[config.mk]
export PLATFORM = sky130hd
export DESIGN_NAME = pattern_player
export DESIGN_NICKNAME = d
export VERILOG_FILES = /design/src/rtl/pattern_player_pkg.sv /design/src/rtl/pattern_misr.sv /design/src/rtl/pattern_player.sv
export SDC_FILE = /design/constraint.sdc
export NUM_CORES = 1
export LEC_CHECK = 0
export ABC_AREA = 1
export CAP_MARGIN = 20
export CORE_MARGIN = 10
export CORE_UTILIZATION = 40
export CTS_CLUSTER_SIZE = 25
export DETAILED_ROUTE_END_ITERATION = 16
export PLACE_DENSITY = 0.7
export SLEW_MARGIN = 20
export SYNTH_ARGS = -nofsm -noshare
export SYNTH_HDL_FRONTEND = slang
export SYNTH_SLANG_ARGS = --single-unit
[constraint.sdc]
create_clock -name clk -period 5.2 [get_ports clk]
set_clock_uncertainty 0.2 [all_clocks]
set_input_delay 1.04 -clock clk [delete_from_list [all_inputs] [get_ports clk]]
set_output_delay 1.04 -clock clk [all_outputs]
set_load 0.01 [all_outputs]
[src/rtl/pattern_player_pkg.sv]
// Shared types and constants for pattern_player: FSM states, signature defaults,
// MISR feedback taps and the program step record.
package pattern_player_pkg;

  typedef enum logic [1:0] {
    IDLE = 2'd0,
    PLAY = 2'd1,
    FIN  = 2'd2
  } state_e;

  localparam int SIG_W_DEF  = 8;
  localparam int HOLD_W_DEF = 4;
  // The hold field is sized for the widest supported hold count; narrower
  // configurations zero-extend into it.
  localparam int HOLD_W_MAX = 16;

  // Feedback taps sig[7], sig[5], sig[4], sig[3].
  localparam logic [SIG_W_DEF-1:0] MISR_TAPS = 8'hB8;

  typedef struct packed {
    logic [2:0]            vec;
    logic [HOLD_W_MAX-1:0] hold;
  } step_t;

endpackage

[src/rtl/pattern_misr.sv]
// Single-input signature register: shifts left, feeding back the XOR of the
// tapped bits with the response bit. Clear has priority over enable.
module pattern_misr
  import pattern_player_pkg::*;
#(
  parameter int               SIG_W = SIG_W_DEF,
  parameter logic [SIG_W-1:0] TAPS  = SIG_W'(MISR_TAPS)
) (
  input  logic             clk_i,
  input  logic             res_i,
  input  logic             clr_i,
  input  logic             en_i,
  input  logic             din_i,
  output logic [SIG_W-1:0] sig_o
);

  logic [SIG_W-1:0] sig_q, sig_d;

  always_comb begin
    sig_d = sig_q;
    if (clr_i) begin
      sig_d = '0;
    end else if (en_i) begin
      sig_d = {sig_q[SIG_W-2:0], (^(sig_q & TAPS)) ^ din_i};
    end
  end

  always_ff @(posedge clk_i) begin
    if (!res_i) begin
      sig_q <= '0;
    end else begin
      sig_q <= sig_d;
    end
  end

  assign sig_o = sig_q;

endmodule

[src/rtl/pattern_player.sv]
// Programmable A/B/C stimulus player with response signature.
// Optional macro PATTERN_PLAYER_LOOP_EN adds a `loop` input for continuous replay.
//
// Handshake: a write is accepted on any edge where wr_en=1 and busy=0; start is
// accepted only in IDLE. Both sampled on the same edge: the write lands first.
module pattern_player
  import pattern_player_pkg::*;
#(
  parameter int DEPTH  = 8,
  parameter int HOLD_W = HOLD_W_DEF,
  parameter int SIG_W  = SIG_W_DEF
) (
  input  logic                     clk,
  input  logic                     res,
  input  logic                     wr_en,
  input  logic [$clog2(DEPTH)-1:0] wr_addr,
  input  logic [2:0]               wr_vec,
  input  logic [HOLD_W-1:0]        wr_hold,
  input  logic [$clog2(DEPTH):0]   num_steps,
  input  logic                     start,
  input  logic                     out_in,
`ifdef PATTERN_PLAYER_LOOP_EN
  input  logic                     loop,
`endif
  output logic                     A,
  output logic                     B,
  output logic                     C,
  output logic                     busy,
  output logic                     done,
  output logic [SIG_W-1:0]         sig,
  output state_e                   state_dbg
);

  localparam int AW = $clog2(DEPTH);
  localparam int NW = AW + 1;

  step_t         mem_q [DEPTH];
  state_e        state_q, state_d;
  logic [AW-1:0] step_q, step_d;
  logic [HOLD_W-1:0] hold_q, hold_d;
  logic [NW-1:0] nsteps_q, nsteps_d;

  step_t cur;
  logic  playing, hold_last, step_last, loop_now, sig_clr, sig_en;

`ifdef PATTERN_PLAYER_LOOP_EN
  assign loop_now = loop;
`else
  assign loop_now = 1'b0;
`endif

  assign playing = (state_q == PLAY);

  // Program memory is deliberately left out of reset so a program survives an abort.
  always_ff @(posedge clk) begin
    if (wr_en && !playing) begin
      mem_q[wr_addr] <= '{vec: wr_vec, hold: HOLD_W_MAX'(wr_hold)};
    end
  end

  assign cur       = mem_q[step_q];
  assign hold_last = (cur.hold == '0) ||
                     (HOLD_W_MAX'(hold_q) == cur.hold - HOLD_W_MAX'(1));
  assign step_last = ({1'b0, step_q} == nsteps_q - NW'(1));

  always_comb begin
    state_d  = state_q;
    step_d   = step_q;
    hold_d   = hold_q;
    nsteps_d = nsteps_q;
    sig_clr  = 1'b0;
    sig_en   = 1'b0;
    case (state_q)
      IDLE: begin
        if (start) begin
          sig_clr  = 1'b1;
          step_d   = '0;
          hold_d   = '0;
          nsteps_d = (num_steps > NW'(DEPTH)) ? NW'(DEPTH) : num_steps;
          state_d  = (num_steps == '0) ? FIN : PLAY;
        end
      end
      PLAY: begin
        sig_en = 1'b1;
        if (hold_last) begin
          hold_d = '0;
          if (!step_last) begin
            step_d = step_q + AW'(1);
          end else if (loop_now) begin
            step_d = '0;
          end else begin
            state_d = FIN;
          end
        end else begin
          hold_d = hold_q + HOLD_W'(1);
        end
      end
      FIN:     state_d = IDLE;
      default: state_d = IDLE;
    endcase
  end

  always_ff @(posedge clk) begin
    if (!res) begin
      state_q  <= IDLE;
      step_q   <= '0;
      hold_q   <= '0;
      nsteps_q <= '0;
    end else begin
      state_q  <= state_d;
      step_q   <= step_d;
      hold_q   <= hold_d;
      nsteps_q <= nsteps_d;
    end
  end

  pattern_misr #(
    .SIG_W(SIG_W),
    .TAPS (SIG_W'(MISR_TAPS))
  ) u_misr (
    .clk_i(clk),
    .res_i(res),
    .clr_i(sig_clr),
    .en_i (sig_en),
    .din_i(out_in),
    .sig_o(sig)
  );

  assign A         = playing & cur.vec[2];
  assign B         = playing & cur.vec[1];
  assign C         = playing & cur.vec[0];
  assign busy      = playing;
  assign done      = (state_q == FIN);
  assign state_dbg = state_q;

endmodule

==> run summary, run 1 <==
status = complete, no violations
most common cell after layout, fill and taps aside = nand2_1
CTS buffer count = 9
initial antenna violation count = 0
DRT antenna net count = 0
setup bufs post-CTS = 0
Synth warnings = 0
DRC errors left = 0
hold buffers post-CTS = 0
fin nets = 452
clock-pin slew on the worst setup and hold paths = 0.08 ns
hold depth = 2
slew margin rel. = 0.451
root buffer cell = clkbuf_8
vias in the first global route = 2,529
CTS tree = built
Layout area overhead = 16.6%
Syn Area/Cell = 9.44 sq um
non-filler instance count after layout = 540
Critical Path Start Type = flop
Routed WL per cell = 13.7 um
first-pass GRT wire length = 12.1 mm
Post-Synth Simple-Gate Area = 0.222
ANT cells = 0
max_cap viols = 0
worst vdd ir = 0.222 mV
vias after detailed routing = 2,645
DIE AREA = 13,500 sq um
RSZ-0062 raised after global routing = false
Placed Instances = 524
synthesized flop and latch total = 80
synth unique cells = 32
Die X = 116 um
WP data arrival = 2.37 ns
Syn Inst Count = 391
P_leak = 1.71 nW
number of I/O port buffers = 33
hold_sp = u_misr.sig_o[6]
worst hold slack = 0.280 ns
Final Cell Area = 4310 sq um
CP required = 3.96 ns
largest net degree at the start of global routing = 29
DP Area = 4090 sq um
synth top area cells = edfxtp_1, dfxtp_1, nand2_1
WHS Endpoint = u_misr.sig_o[7]
PwrDens = 375 nW/um^2
core area = 8850 sq um
Cell Area, Synth = 3690 sq um
min-delay worst type = flop to flop
H-tree depth = 3
worst skew pair latency = 0.35 ns
final setup TNS = 0 ns
clk sinks = 80
die height = 116 um
final wirelength = 7.42 mm
CTS resizes = 0
Post-Syn Nets = 416
gr ovfl total = 0
dpl hpwl = 5.34 mm
total track usage = 0.114
largest family of logic cells by synthesized area = simple AND/OR/NAND/NOR gates
CTS Buffer Depth = 2
initial core utilization = 0.417
Peak Freq = 0.277 GHz
FF-to-FF path depth = 18
reg2reg setup slack = 1.99 ns
share of post-route cells with drive strength above 1 = 0.0903
Cell Rows = 34
routability cong. = 0.846
crit end category = output port
final period utilization = 0.694
Final Setup Violations = 0
I/O pin cnt = 34
Seq/Total Area, Yosys = 0.586
Post-Synth Adder-Cell Area = 0.0203
initial DRC count = 161
Final Critical Period = 3.61 ns
worst setup path class = flop to output port
post-synthesis mux area share = 0
Via density = 4.90
commonest non-fill, non-tap cells in the layout = nand2_1, edfxtp_1, inv_1
synthesized-area fraction occupied by xor and xnor cells = 0.0237
Yosys top cell area share = 0.455
Synth area leader = edfxtp_1
Tightest Pin Transition = 0.820 ns
CP max FO = 28
drt pass-1 iters = 4
final hold vios = 0
max-slew violation count = 0
Synth Area in Compound Gates = 0.0681
flip-flops by register name, indices dropped and copies added (netlist names), named ones only:
name	flops
step_q	3
hold_q	4
u_misr.sig_o	8
mem_q	56
state_dbg	2
nsteps_q	4
Yosys cell counts:
cell type	count
clkinv_1	1
nand3b_1	1
inv_1	51
nand3_4	1
inv_2	6
nor3b_1	1
nand2_1	86
or4_1	1
clkbuf_1	4
buf_6	4
xnor2_1	4
edfxtp_1	56
xor2_1	6
nand4_1	6
o31ai_1	1
a21oi_1	14
nand3_1	28
nor3b_2	1
nor2_1	40
buf_2	1
dfxtp_1	24
buf_8	1
nor2_2	3
o2111ai_1	1
nand2_2	7
a211oi_1	1
a31oi_1	3
ha_1	6
nand2_4	2
o22ai_1	3
o21ai_0	24
nand3_2	3
kinds of logic (layout without fill, tap and decap cells):
family	count (synthesis)	after routing
adder cells (fa/ha/maj)	6	6
AND/OR/NAND/NOR	180	180
AO/OA/AOI/OAI	47	47
buffers and inverters	68	109
flip-flops	80	80
XOR/XNOR	10	10
worst max path at each step:
stage	end	from	cells after the start
floorplan	A	state_dbg[0]	5
finish	C	flop	6
global route	A	flop	6
detailed placement	C	flop	6
CTS	C	flop	6
global placement	B	flop	6
cell type report:
type                       count  area, sq um
sequential                    80         2160
multi-input combinational    243         1230
fill                         811         4540
clock inverter                 5         81.3
timing repair buffer          35          345
tap                          108          135
inverter                      58          218
clock buffer                  11          131
through the flow:
step	worst slack (ns)	utilization	total power, mW
global route	1.41	0.487	1.71
detailed placement	1.96	0.463	1.15
CTS	1.59	0.487	1.63
global placement	2.06	0.463	1.14
floorplan	2.52	-	1.05
finish	1.59	0.487	1.62
layer usage:
| metal | share of wire | vias up | global-route usage | wire length (um) |
|---|---|---|---|---|
| met3 | 0.065 | 6 | 0.0320 | 485 |
| met5 | 0 | - | 0 | 0 |
| met2 | 0.51 | 57 | 0.195 | 3810 |
| met1 | 0.41 | 1222 | 0.134 | 3060 |
| li1 | - | 1360 | - | - |
| met4 | 0.011 | 0 | 0.0442 | 78 |
power by group:
part           internal [mW]  leakage, nW  switching (mW)
Clock                  0.272        0.104           0.215
Sequential             0.709        0.703          0.0351
Combinational          0.147        0.905           0.238
Total                   1.13         1.71           0.488
critical path, stage by stage, from the launching register on:
cell and delay (ns):
dfxtp_1 0.60, inv_2 0.31, o21ai_0 0.28, o22ai_1 0.09, o21ai_0 0.16, a31oi_1 0.08, clkdlybuf4s50_1 0.51
Note: power is estimated with default switching activity, not from simulation.
==> run 2: changes to the inputs <==
- PLACE_DENSITY: 0.7 -> 0.72
- clock period: 5.2 -> 3.05 ns (I/O delays scaled with it)
==> run summary, run 2 (synthesized netlist as in run 1, its figures left out) <==
status = complete, no violations
P_leak = 1.82 nW (+6.2%)
hold buffers post-CTS = 0 (unchanged)
largest net degree at the start of global routing = 29 (unchanged)
final setup TNS = 0 ns (unchanged)
DRC errors left = 0 (unchanged)
max-slew violation count = 0 (unchanged)
CTS Buffer Depth = 2 (unchanged)
CTS tree = built
first-pass GRT wire length = 13.0 mm (+7.1%)
setup bufs post-CTS = 0 (unchanged)
worst setup path class = flop to output port
core area = 8850 sq um (unchanged)
Crit-path slowest cell = clkdlybuf4s50_1
Placed Instances = 534 (+1.9%)
initial DRC count = 109 (-32%)
CP required = 2.24 ns (-1.72 ns)
total track usage = 0.123 (+0.00821)
vias in the first global route = 2,762 (+9.2%)
WP data arrival = 2.01 ns (-0.36 ns)
Peak Freq = 0.354 GHz
commonest non-fill, non-tap cells in the layout = nand2_1, edfxtp_1, inv_1
Tightest Pin Transition = 0.480 ns (-0.340 ns)
die height = 116 um (unchanged)
drt pass-1 iters = 4 (unchanged)
CP max stage delay = 0.56 ns (-0.04 ns)
final period utilization = 0.925
min-delay worst type = flop to flop
Via density = 4.98 (+1.6%)
share of post-route cells with drive strength above 1 = 0.120 (+0.0296)
non-filler instance count after layout = 550 (+1.9%)
Routed WL per cell = 14.0 um (+2.1%)
DRT antenna net count = 0 (unchanged)
number of I/O port buffers = 33 (unchanged)
ANT cells = 0 (unchanged)
Die X = 116 um (unchanged)
initial core utilization = 0.417 (unchanged)
DP Area = 4170 sq um (+1.8%)
worst skew pair latency = 0.35 ns (about the same)
clk sinks = 80 (unchanged)
final wirelength = 7.72 mm (+4.0%)
Critical Path Start Type = flop
Crit path top cell by count = o21ai_0
dpl hpwl = 5.36 mm (+0.33%)
H-tree depth = 3 (unchanged)
clock-pin slew on the worst setup and hold paths = 0.08 ns (about the same)
I/O pin cnt = 34 (unchanged)
final hold vios = 0 (unchanged)
initial antenna violation count = 0 (unchanged)
RSZ-0062 raised after global routing = false
max_cap viols = 0 (unchanged)
worst-path cell chain = buf_4, o21ai_0, o22ai_1, o21ai_0, a31oi_1, clkdlybuf4s50_1
Final Critical Period = 2.82 ns
Cell Rows = 34 (unchanged)
gr ovfl total = 0 (unchanged)
Layout area overhead = 19.9%
Final Setup Violations = 0 (unchanged)
slew margin rel. = 0.677 (+0.226)
most common cell after layout, fill and taps aside = nand2_1
Design Power = 2.85 mW (+77%)
worst vdd ir = 0.522 mV (+130%)
CP max FO = 9 (-68%)
root buffer cell = clkbuf_8
CTS buffer count = 9 (unchanged)
routability cong. = 0.775 (-8.4%)
hold_sp = u_misr.sig_o[2]
crit end category = output port
DIE AREA = 13,500 sq um (unchanged)
vias after detailed routing = 2,738 (+3.5%)
fin nets = 462 (+2.2%)
max FFs per register = 56 (unchanged)
Final Cell Area = 4430 sq um (+2.8%)
register bank with the most flops = mem_q
PwrDens = 645 nW/um^2 (+72%)
==> run 2: routing by layer <==
layer	GRT usage	part of all wire
met1	0.139	0.42
met2	0.218	0.53
met3	0.0289	0.042
met4	0.0484	0.012
met5	0	0
==> run 2: repair_timing <==
item / CTS / global route
setup endpoints to repair: 1 / 14
hold endpoints to repair: 0 / 0
resized for setup: 2 / 8
==> run 2: final timing paths <==
check	endpoint	slack, ns	depth (start not counted)
worst min-delay path	u_misr.sig_o[2]	0.28	2
worst max-delay path	C	0.23	6
worst max register to register	flop	0.26	17
worst min register to register	u_misr.sig_o[2]	0.28	2
==> run 2: through the flow <==
stage | util | setup slack (ns) | hold WS, ns
finish | 0.500 | 0.228 | 0.284
global route | 0.500 | 0.00646 | 0.318
CTS | 0.498 | 0.0309 | 0.286
detailed placement | 0.471 | 0.216 | 0.272
global placement | 0.471 | 0.353 | 0.265
floorplan | - | 0.622 | 0.259
==> run 2: power breakdown <==
part	internal [mW]	switching, mW	total, mW
registers	1.21	0.0447	1.26
logic	0.271	0.442	0.713
clock network	0.479	0.406	0.885
==> run 2: critical path: cells and delay by family, from the launching register on <==
family,cells,cell delay (ns)
compound gates,4,0.48
flops,1,0.42
buf+inv,2,0.77
==> run 2: area by class of cell <==
cell class,count,area [sq um]
Clock buffer,9,124
Clock inverter,7,109
Fill cell,800,4420
Inverter,58,224
Multi-Input combinational cell,243,1230
Sequential cell,80,2160
Tap cell,108,135
Timing Repair Buffer,45,438
